--- src/rtl/prog_mem_ctrl.sv ---
`default_nettype none
// ============================================================================
// Module      : prog_mem_ctrl
// Description : Writable program store with a valid/ready load stream, a
//               registered pc-indexed fetch port, and run / halt / single-step
//               / breakpoint control delivered to the core as a clock enable.
//               Optional build macro PROG_CHECKSUM_EN adds a running
//               modulo-2**DATA_W checksum of the loaded words.
// Revision    : 1.0 - initial release
// ============================================================================
module prog_mem_ctrl #(
  parameter int                DATA_W = 8,
  parameter int                ADDR_W = 8,
  parameter int                DEPTH  = 256,
  parameter logic [DATA_W-1:0] NOP    = '0
) (
  input  logic              origclk,
  input  logic              reset,
  input  logic              load_start,
  input  logic              load_valid,
  output logic              load_ready,
  input  logic [DATA_W-1:0] load_data,
  input  logic              load_last,
  output logic              load_err,
  output logic [ADDR_W:0]   prog_len,
`ifdef PROG_CHECKSUM_EN
  output logic [DATA_W-1:0] checksum,
`endif
  input  logic [ADDR_W-1:0] pc,
  output logic [DATA_W-1:0] instruction,
  input  logic              run,
  input  logic              step,
  input  logic              bp_en,
  input  logic [ADDR_W-1:0] bp_addr,
  output logic              cpu_en,
  output logic              halted,
  output logic              done
);

  localparam logic [1:0] c_st_idle = 2'd0;
  localparam logic [1:0] c_st_load = 2'd1;
  localparam logic [1:0] c_st_run  = 2'd2;
  localparam logic [1:0] c_st_halt = 2'd3;

  localparam int              c_len_w     = ADDR_W + 1;
  localparam logic [ADDR_W-1:0] c_last_addr = ADDR_W'(DEPTH - 1);
  localparam logic [ADDR_W-1:0] c_addr_one  = ADDR_W'(1);
  localparam logic [ADDR_W:0]   c_depth     = c_len_w'(DEPTH);
  localparam logic [ADDR_W:0]   c_len_one   = c_len_w'(1);

  logic [1:0]        state_q, state_d;
  logic [ADDR_W-1:0] wr_ptr_q, wr_ptr_d;
  logic [ADDR_W:0]   prog_len_q, prog_len_d;
  logic [DATA_W-1:0] instruction_q, instruction_d;
  logic              load_err_q, load_err_d;
  logic              done_q, done_d;
  logic              step_q;
  logic              resume_mask_q, resume_mask_d;
  logic [ADDR_W-1:0] pc_prev_q;

  logic [DATA_W-1:0] mem [DEPTH];

  logic w_beat;
  logic w_load_go;
  logic w_pc_in_prog;
  logic w_step_rise;
  logic w_bp_hit;

  assign w_beat       = (state_q == c_st_load) && load_valid;
  assign w_load_go    = load_start && (state_q != c_st_load);
  assign w_pc_in_prog = ({1'b0, pc} < prog_len_q);
  assign w_step_rise  = step && !step_q;
  // The mask suppresses the breakpoint that just halted us so that resuming
  // executes the breakpoint instruction once instead of re-halting on it.
  assign w_bp_hit     = bp_en && (pc == bp_addr) && !resume_mask_q;

  // State register
  always_ff @(posedge origclk or negedge reset) begin
    if (!reset) begin
      state_q <= c_st_idle;
    end else begin
      state_q <= state_d;
    end
  end

  // Next-state logic: load_start beats breakpoint/end, which beat run/step
  always_comb begin
    state_d = state_q;
    case (state_q)
      c_st_idle: begin
        if (load_start)                      state_d = c_st_load;
        else if (run && (prog_len_q != '0))  state_d = c_st_run;
      end
      c_st_load: begin
        if (w_beat && (load_last || (wr_ptr_q == c_last_addr))) state_d = c_st_idle;
      end
      c_st_run: begin
        if (load_start)                                 state_d = c_st_load;
        else if (w_bp_hit || !w_pc_in_prog || !run)     state_d = c_st_halt;
      end
      c_st_halt: begin
        if (load_start)            state_d = c_st_load;
        else if (run && !done_q)   state_d = c_st_run;
      end
      default: state_d = c_st_idle;
    endcase
  end

  // Outputs decoded from state; cpu_en is combinational so the core never
  // steps onto a breakpoint or past the end of the program
  always_comb begin
    load_ready = (state_q == c_st_load);
    halted     = (state_q == c_st_halt);
    cpu_en     = 1'b0;
    case (state_q)
      c_st_run:  cpu_en = !w_bp_hit && w_pc_in_prog;
      // A step edge coinciding with run=1 or load_start is absorbed
      c_st_halt: cpu_en = w_step_rise && !done_q && !run && !load_start;
      default:   cpu_en = 1'b0;
    endcase
  end

  // Load bookkeeping, status flags and breakpoint resume mask
  always_comb begin
    wr_ptr_d      = wr_ptr_q;
    prog_len_d    = prog_len_q;
    load_err_d    = load_err_q;
    done_d        = done_q;
    resume_mask_d = resume_mask_q;
    if (pc != pc_prev_q) begin
      resume_mask_d = 1'b0;
    end
    if (w_load_go) begin
      wr_ptr_d   = '0;
      load_err_d = 1'b0;
      done_d     = 1'b0;
    end
    if (w_beat) begin
      wr_ptr_d = wr_ptr_q + c_addr_one;
      if (load_last) begin
        prog_len_d = {1'b0, wr_ptr_q} + c_len_one;
      end else if (wr_ptr_q == c_last_addr) begin
        prog_len_d = c_depth;
        load_err_d = 1'b1;
      end
    end
    // Setting the mask wins over the pc-change clear in the same cycle
    if ((state_q == c_st_run) && !load_start) begin
      if (w_bp_hit)           resume_mask_d = 1'b1;
      else if (!w_pc_in_prog) done_d        = 1'b1;
    end
  end

  // Fetch word: NOP while loading or when pc is beyond the loaded program
  always_comb begin
    instruction_d = NOP;
    if ((state_q != c_st_load) && w_pc_in_prog) begin
      instruction_d = mem[pc];
    end
  end

  // Datapath registers
  always_ff @(posedge origclk or negedge reset) begin
    if (!reset) begin
      wr_ptr_q      <= '0;
      prog_len_q    <= '0;
      instruction_q <= NOP;
      load_err_q    <= 1'b0;
      done_q        <= 1'b0;
      step_q        <= 1'b0;
      resume_mask_q <= 1'b0;
      pc_prev_q     <= '0;
    end else begin
      wr_ptr_q      <= wr_ptr_d;
      prog_len_q    <= prog_len_d;
      instruction_q <= instruction_d;
      load_err_q    <= load_err_d;
      done_q        <= done_d;
      step_q        <= step;
      resume_mask_q <= resume_mask_d;
      pc_prev_q     <= pc;
    end
  end

  // Instruction store write port; contents survive reset
  always_ff @(posedge origclk) begin
    if (w_beat) begin
      mem[wr_ptr_q] <= load_data;
    end
  end

`ifdef PROG_CHECKSUM_EN
  logic [DATA_W-1:0] checksum_q, checksum_d;

  // Running sum of accepted beats, restarted when a new load is accepted
  always_comb begin
    checksum_d = checksum_q;
    if (w_load_go)   checksum_d = '0;
    else if (w_beat) checksum_d = checksum_q + load_data;
  end

  // Checksum register
  always_ff @(posedge origclk or negedge reset) begin
    if (!reset) checksum_q <= '0;
    else        checksum_q <= checksum_d;
  end

  assign checksum = checksum_q;
`endif

  assign prog_len    = prog_len_q;
  assign instruction = instruction_q;
  assign load_err    = load_err_q;
  assign done        = done_q;

endmodule
`default_nettype wire
--- config.mk ---
export PLATFORM = sky130hd
export DESIGN_NAME = prog_mem_ctrl
export DESIGN_NICKNAME = d
export VERILOG_FILES = /design/src/rtl/prog_mem_ctrl.sv
export SDC_FILE = /design/constraint.sdc
export NUM_CORES = 2
export LEC_CHECK = 0
export ABC_AREA = 1
export BUFFER_PORTS_ARGS = -buffer_cell sky130_fd_sc_hd__buf_2
export CAP_MARGIN = 5
export CORE_AREA = 2 2 465 467
export DETAILED_ROUTE_END_ITERATION = 7
export DIE_AREA = 0 0 467 469
export GPL_TIMING_DRIVEN = 0
export PLACE_DENSITY_LB_ADDON = 0.08
export SYNTH_ARGS = -nofsm -noshare
export SYNTH_HDL_FRONTEND = slang
export SYNTH_SLANG_ARGS = --single-unit
--- constraint.sdc ---
create_clock -name origclk -period 3.3 [get_ports origclk]
set_input_delay 0.66 -clock origclk [delete_from_list [all_inputs] [get_ports origclk]]
set_output_delay 0.66 -clock origclk [all_outputs]
set_load 0.005 [all_outputs]
After elaboration in Yosys (flattened, before gate mapping)
Memories as Yosys holds them, arrays and structs flattened.
Index checks and enable logic that the tools add are counted.
{ "word_totals": {"word_cells": 81, "memories": 1, "input_bits": 32, "ramBits": 2048, "reg_bits": 39} }
{ "op_classes": {"muxes": 27, "n_lt_le_gt_ge": 1, "reduce_logical": 30, "n_eq_ne": 11, "add_sub_neg": 2} }
{ "mem_list": {"columns": ["memory", "depth", "word_bits", "read_ports", "rd_clocked_by_memory_dff", "write_ports", "line_no", "source"], "rows": [
  ["mem", 256, 8, 1, 0, 1, "61", "logic [DATA_W-1:0] mem [DEPTH];"]
]} }
{ "op_table": {"columns": ["op", "n"], "rows": [
  ["8-bit two-way mux", 3],
  ["9-bit two-way mux", 2],
  ["1-bit logical AND", 14],
  ["2-bit two-way mux", 7],
  ["1-bit two-way mux", 13],
  ["8-bit by 1-bit adder with 9-bit output (second input constant)", 1],
  ["8-bit by 9-bit < comparator with 1-bit output", 1],
  ["9-bit nonzero test", 1],
  ["8-bit by 1-bit adder with 8-bit output (second input constant)", 1],
  ["8-bit == test", 1],
  ["8-bit == test (second input constant)", 1],
  ["8-bit != test", 1],
  ["2-bit one-hot mux with 4 select lines", 1],
  ["1-bit logical NOT", 7],
  ["3-bit != test (second input constant)", 2],
  ["2-bit == test (second input constant)", 2],
  ["2-bit by 1-bit != test with 1-bit output (second input constant)", 2],
  ["4-bit AND reduction", 1],
  ["2-bit nonzero test", 2],
  ["1-bit logical OR", 3],
  ["3-bit by 2-bit != test with 1-bit output (second input constant)", 1],
  ["2-bit by 1-bit == test with 1-bit output (second input constant)", 1],
  ["2-bit logical NOT", 1],
  ["1-bit one-hot mux with 2 select lines", 1],
  ["2-bit AND reduction", 1]
]} }

Logic depth before layout (Yosys ltp)
{ "logic_depth": {"ltp_word": 8, "mapped_depth": 15} }

Least setup slack after synthesis
Ideal clock, no wire load.
{ "synth_timing": {"path_kind": "input to output", "startpoint": "input port pc[0]", "endpoint": "output port cpu_en", "arrival_time_ps": 1755, "path_buffers": 4, "slack_ps": 885, "path_stages": 10, "cell_sequence": "buf_6 > inv_4 > buf_6 > buf_6 > buf_4 > o22ai_1 > a211oi_2 > nand3_1 > nand3_1 > o41ai_1"} }
{ "synth_via": {"elab_chain_len": 6, "elab_cells_between_ends": 7, "classes_between": "1 x order compare; 1 x eq/ne; 1 x mux; 4 x reduce/logical"} }
{ "synth_rtl": {"columns": ["item", "line_no", "source"], "rows": [
  ["from (decl)", "29", "input logic [ADDR_W-1:0] pc,"],
  ["parallel branches: the longest is 4 deep, another holds 8-bit by 9-bit < comparator with 1-bit output", null, null],
  ["1-bit logical AND *", "116", "c_st_run: cpu_en = !w_bp_hit && w_pc_in_prog;"],
  ["1-bit one-hot mux with 2 select lines *", "115", "case (state_q)"],
  ["to (decl)", "35", "output logic cpu_en,"]
]} }
Every way passes the cells marked *.

Worst setup path after layout
{ "layout_timing": {"startpoint": "input port pc[3]", "endpoint": "register instruction_q[4], in the netlist instruction[4]"} }
{ "layout_via": {"elab_chain_len": 3, "elab_cells_between_ends": 4, "classes_between": "1 x order compare; 1 x mux; 1 x reduce/logical; 1 x memory"} }
{ "layout_rtl": {"columns": ["item", "line_no", "source"], "rows": [
  ["parallel branches: the longest is 2 deep, another holds memory read 256 x 8 bit", null, null],
  ["8-bit two-way mux *", "157", "if ((state_q != c_st_load) && w_pc_in_prog) begin"],
  ["net instruction_d[4]", "54", "logic [DATA_W-1:0] instruction_q, instruction_d;"],
  ["to (signal assigned)", "176", "instruction_q <= instruction_d;"],
  ["to (decl)", "54", null]
]} }
Mark *: on every way through the listed nets, which the timed path passes.
A chain may end at the register's enable or synchronous reset.

==> results.json <==
{
  "status": "finished with violations",
  "failed_checks": "max-capacitance violations, max-slew violations, negative setup slack",
  "numCtsBuffers": 222,
  "ys_warn_count": 0,
  "rsz0062_at_grt": "yes",
  "drv_slew": 33,
  "ctsRootBufferMaster": "clkbuf_16",
  "synth-seq-cells": 2087,
  "syn-cell-area_um2": 85200,
  "p_leak_nw": 35.5,
  "synth_top_area_cell": "edfxtp_1",
  "worst_pin_slew_ps": 1610,
  "start_util_pct": 39.9,
  "power_density_nw_per_um2": 597,
  "cts_tree": "built",
  "max_clock_freq_ghz": 0.280,
  "fin_skew_ps": 57.3,
  "htree_levels": 4,
  "crit_path_frequent_cell": "nand3_1",
  "synth_nets": 7249,
  "vias_per_cell": 6.08,
  "final_cells": 10800,
  "netlist.area_leader.share_pct": 72.2,
  "grt_pass1_wl_um": 556000,
  "place_congestion": 1.13,
  "setup_viol": 8,
  "syn_area_per_cell_um2": 11.8,
  "clkTransAtPathRegs_ps": 60,
  "hold_viol": 0,
  "wirelength_um": 429000,
  "drtIter0Drc": 11000,
  "async_flop_share_pct": 1.87,
  "drtAntennaViolNets": 0,
  "clk_path_buf_depth": 3,
  "drc_errors": 0,
  "final_cell_mix": "nand2_1, edfxtp_1, nand3_1",
  "grt_pass1_vias": 59400,
  "final_common_cell": "nand2_1",
  "holdWs_ps": 74.0,
  "routedWlPerCell_um": 39.8,
  "synth_edf_count": 2048,
  "endpoint_kind": "flop",
  "path_class": "in2reg",
  "start_kind": "input port",
  "vias": 65600,
  "pin_count": 54,
  "hold_class": "in2reg",
  "grt_max_degree": 146,
  "period_needed_ps": 3580,
  "cp.arrival_ps": 4340,
  "nNetsFinal": 7768,
  "cp_num_buf_inv": 3,
  "fin_util_pct": 47.1,
  "hpwlAfterDp_um": 300000,
  "grt_overflow": 0,
  "critPathMaxStageDelay_ps": 990,
  "dp_cells": 10200,
  "ir_worst_vdd_mv": 0.731,
  "synth_cells": 7202,
  "slew-limit-headroom_pct": -7.27,
  "syn_to_final_growth_pct": 18.2,
  "critPathMaxFanout": 10,
  "max-cap-violations": 3,
  "crit_slowest_cell": "clkbuf_1",
  "num_rows": 170,
  "fp.dieArea_um2": 219000,
  "antenna_found_initial": 54,
  "fin_crit_sh_pct": 108,
  "ys.flop_type": "edfxtp_1",
  "crit_family": "buffers and inverters",
  "crit_chain": "buf_2 > clkdlybuf4s15_1 > clkbuf_1 > nand3_1 > nand3_1 > nand3_1 > nand3_1 > nand3_1 > nand2_1 > nor2_1",
  "cp_data_required_time_ps": 4060,
  "clock-sinks": 2087,
  "synth.area.top_cells": "edfxtp_1, nand3_1, nand2_1",
  "fp.dieW_um": 467,
  "die_h_um": 469,
  "synth_cell_type_count": 31,
  "coreArea_um2": 214000,
  "io_buffers": 53,
  "dr.pass1.iters": 8,
  "clkLatencyLatePin_ps": 940,
  "layout-drive-gt1-share_pct": 15.0,
  "ys_seq_area_share_pct": 73.3,
  "grt_usage_pct": 38.7,
  "timing.final.ws_setup_ps": -277
}
## flip-flops by register name, summed over array words and instances (netlist names)
| register | count |
|---|---|
| mem | 2048 |
| prog_len | 9 |
| instruction | 8 |
| pc_prev_q | 8 |
| wr_ptr_q | 8 |
| state_q | 2 |
| done | 1 |
| load_err | 1 |
| resume_mask_q | 1 |
| step_q | 1 |
## layer usage
| metal | vias up | share of wire (%) | global-route usage [%] |
|---|---|---|---|
| met1 | 33100 | 39 | 52.1 |
| met4 | 16 | 7.3 | 24.1 |
| met3 | 1113 | 12 | 10.4 |
| met2 | 4728 | 42 | 55.6 |
| met5 | - | 0.027 | 0 |
| li1 | 26700 | - | - |
## path summary, 6_finish.rpt
path,from,to,slack [ps],cells past startpoint
worst min-delay path,load_data[1],mem[178][1],70,1
worst max-delay path,pc[3],instruction[4],-280,10
worst max register to register,wr_ptr_q[4],mem[31][5],70,5
worst min register to register,load_err,load_err,490,2
max in group asynchronous,reset,prog_len[2],1800,2
min in group asynchronous,reset,instruction[1],490,2
## synth_stat cells (2+ instances only)
cell,n
nand4_1,5
buf_6,19
buf_1,45
o21ai_0,21
edfxtp_1,2048
nor2_1,324
nor3_1,5
ha_1,15
buf_2,191
buf_4,88
nand2_1,2131
dfrtp_1,39
nand3_1,2015
inv_2,2
o211ai_1,2
clkbuf_1,143
xor2_1,5
a21oi_1,14
o22ai_1,15
inv_1,64
## through the flow
| stage | worst slack [ps] | area [um^2] | setup TNS, ps | power, mW |
|---|---|---|---|---|
| 2_1_floorplan | 885 | 85200 | 0 | 32.0 |
| 3_3_place_gp | -2620 | 89000 | -6720820 | 35.2 |
| 3_5_place_dp | -1850 | 90500 | -1768360 | 35.2 |
| 4_1_cts | -79.6 | 100000 | -1470 | 59.9 |
| 5_1_grt | -9.45 | 101000 | -9.45 | 61.2 |
| 6_report | -277 | 101000 | -1600 | 60.1 |
## area by class of cell
cell class,instances,area [um^2]
antenna,39,97.6
buffer,485,2760
clock buffer,276,5780
clock inverter,134,1360
fill,19600,113000
inverter,68,265
multi-input combinational,4561,21000
sequential,2087,62500
tap,2838,3550
timing repair buffer,296,3460
## power breakdown
| group | switching [mW] | internal, mW |
|---|---|---|
| logic | 4.56 | 1.17 |
| clock network | 11.2 | 13.9 |
| registers | 0.0681 | 29.2 |
| total | 15.8 | 44.3 |
## cells by family (layout without fill, tap and decap cells)
logic type                 count (synthesis)  in the layout  synth area share, %
and+or+nand+nor                         4482           4482                 22.7
DFF                                     2087           2087                 73.3
buffers and inverters                    554           1259                 3.28
AOI/OAI and AO/OA                         58             58                0.398
adders and majority gates                 15             15                0.220
xor gates and xnor gates                   6              6               0.0617
other                                      0             39                    0
## what timing repair did
action	4_1_cts	5_1_grt
endpoints found under the hold margin	17	0
buffers inserted	145	8
pin swaps	90	7
resized for setup	295	97
hold buffers	11	0
gates cloned	0	0
setup endpoints to repair	1993	422
Note: power is estimated with default switching activity, not from simulation.
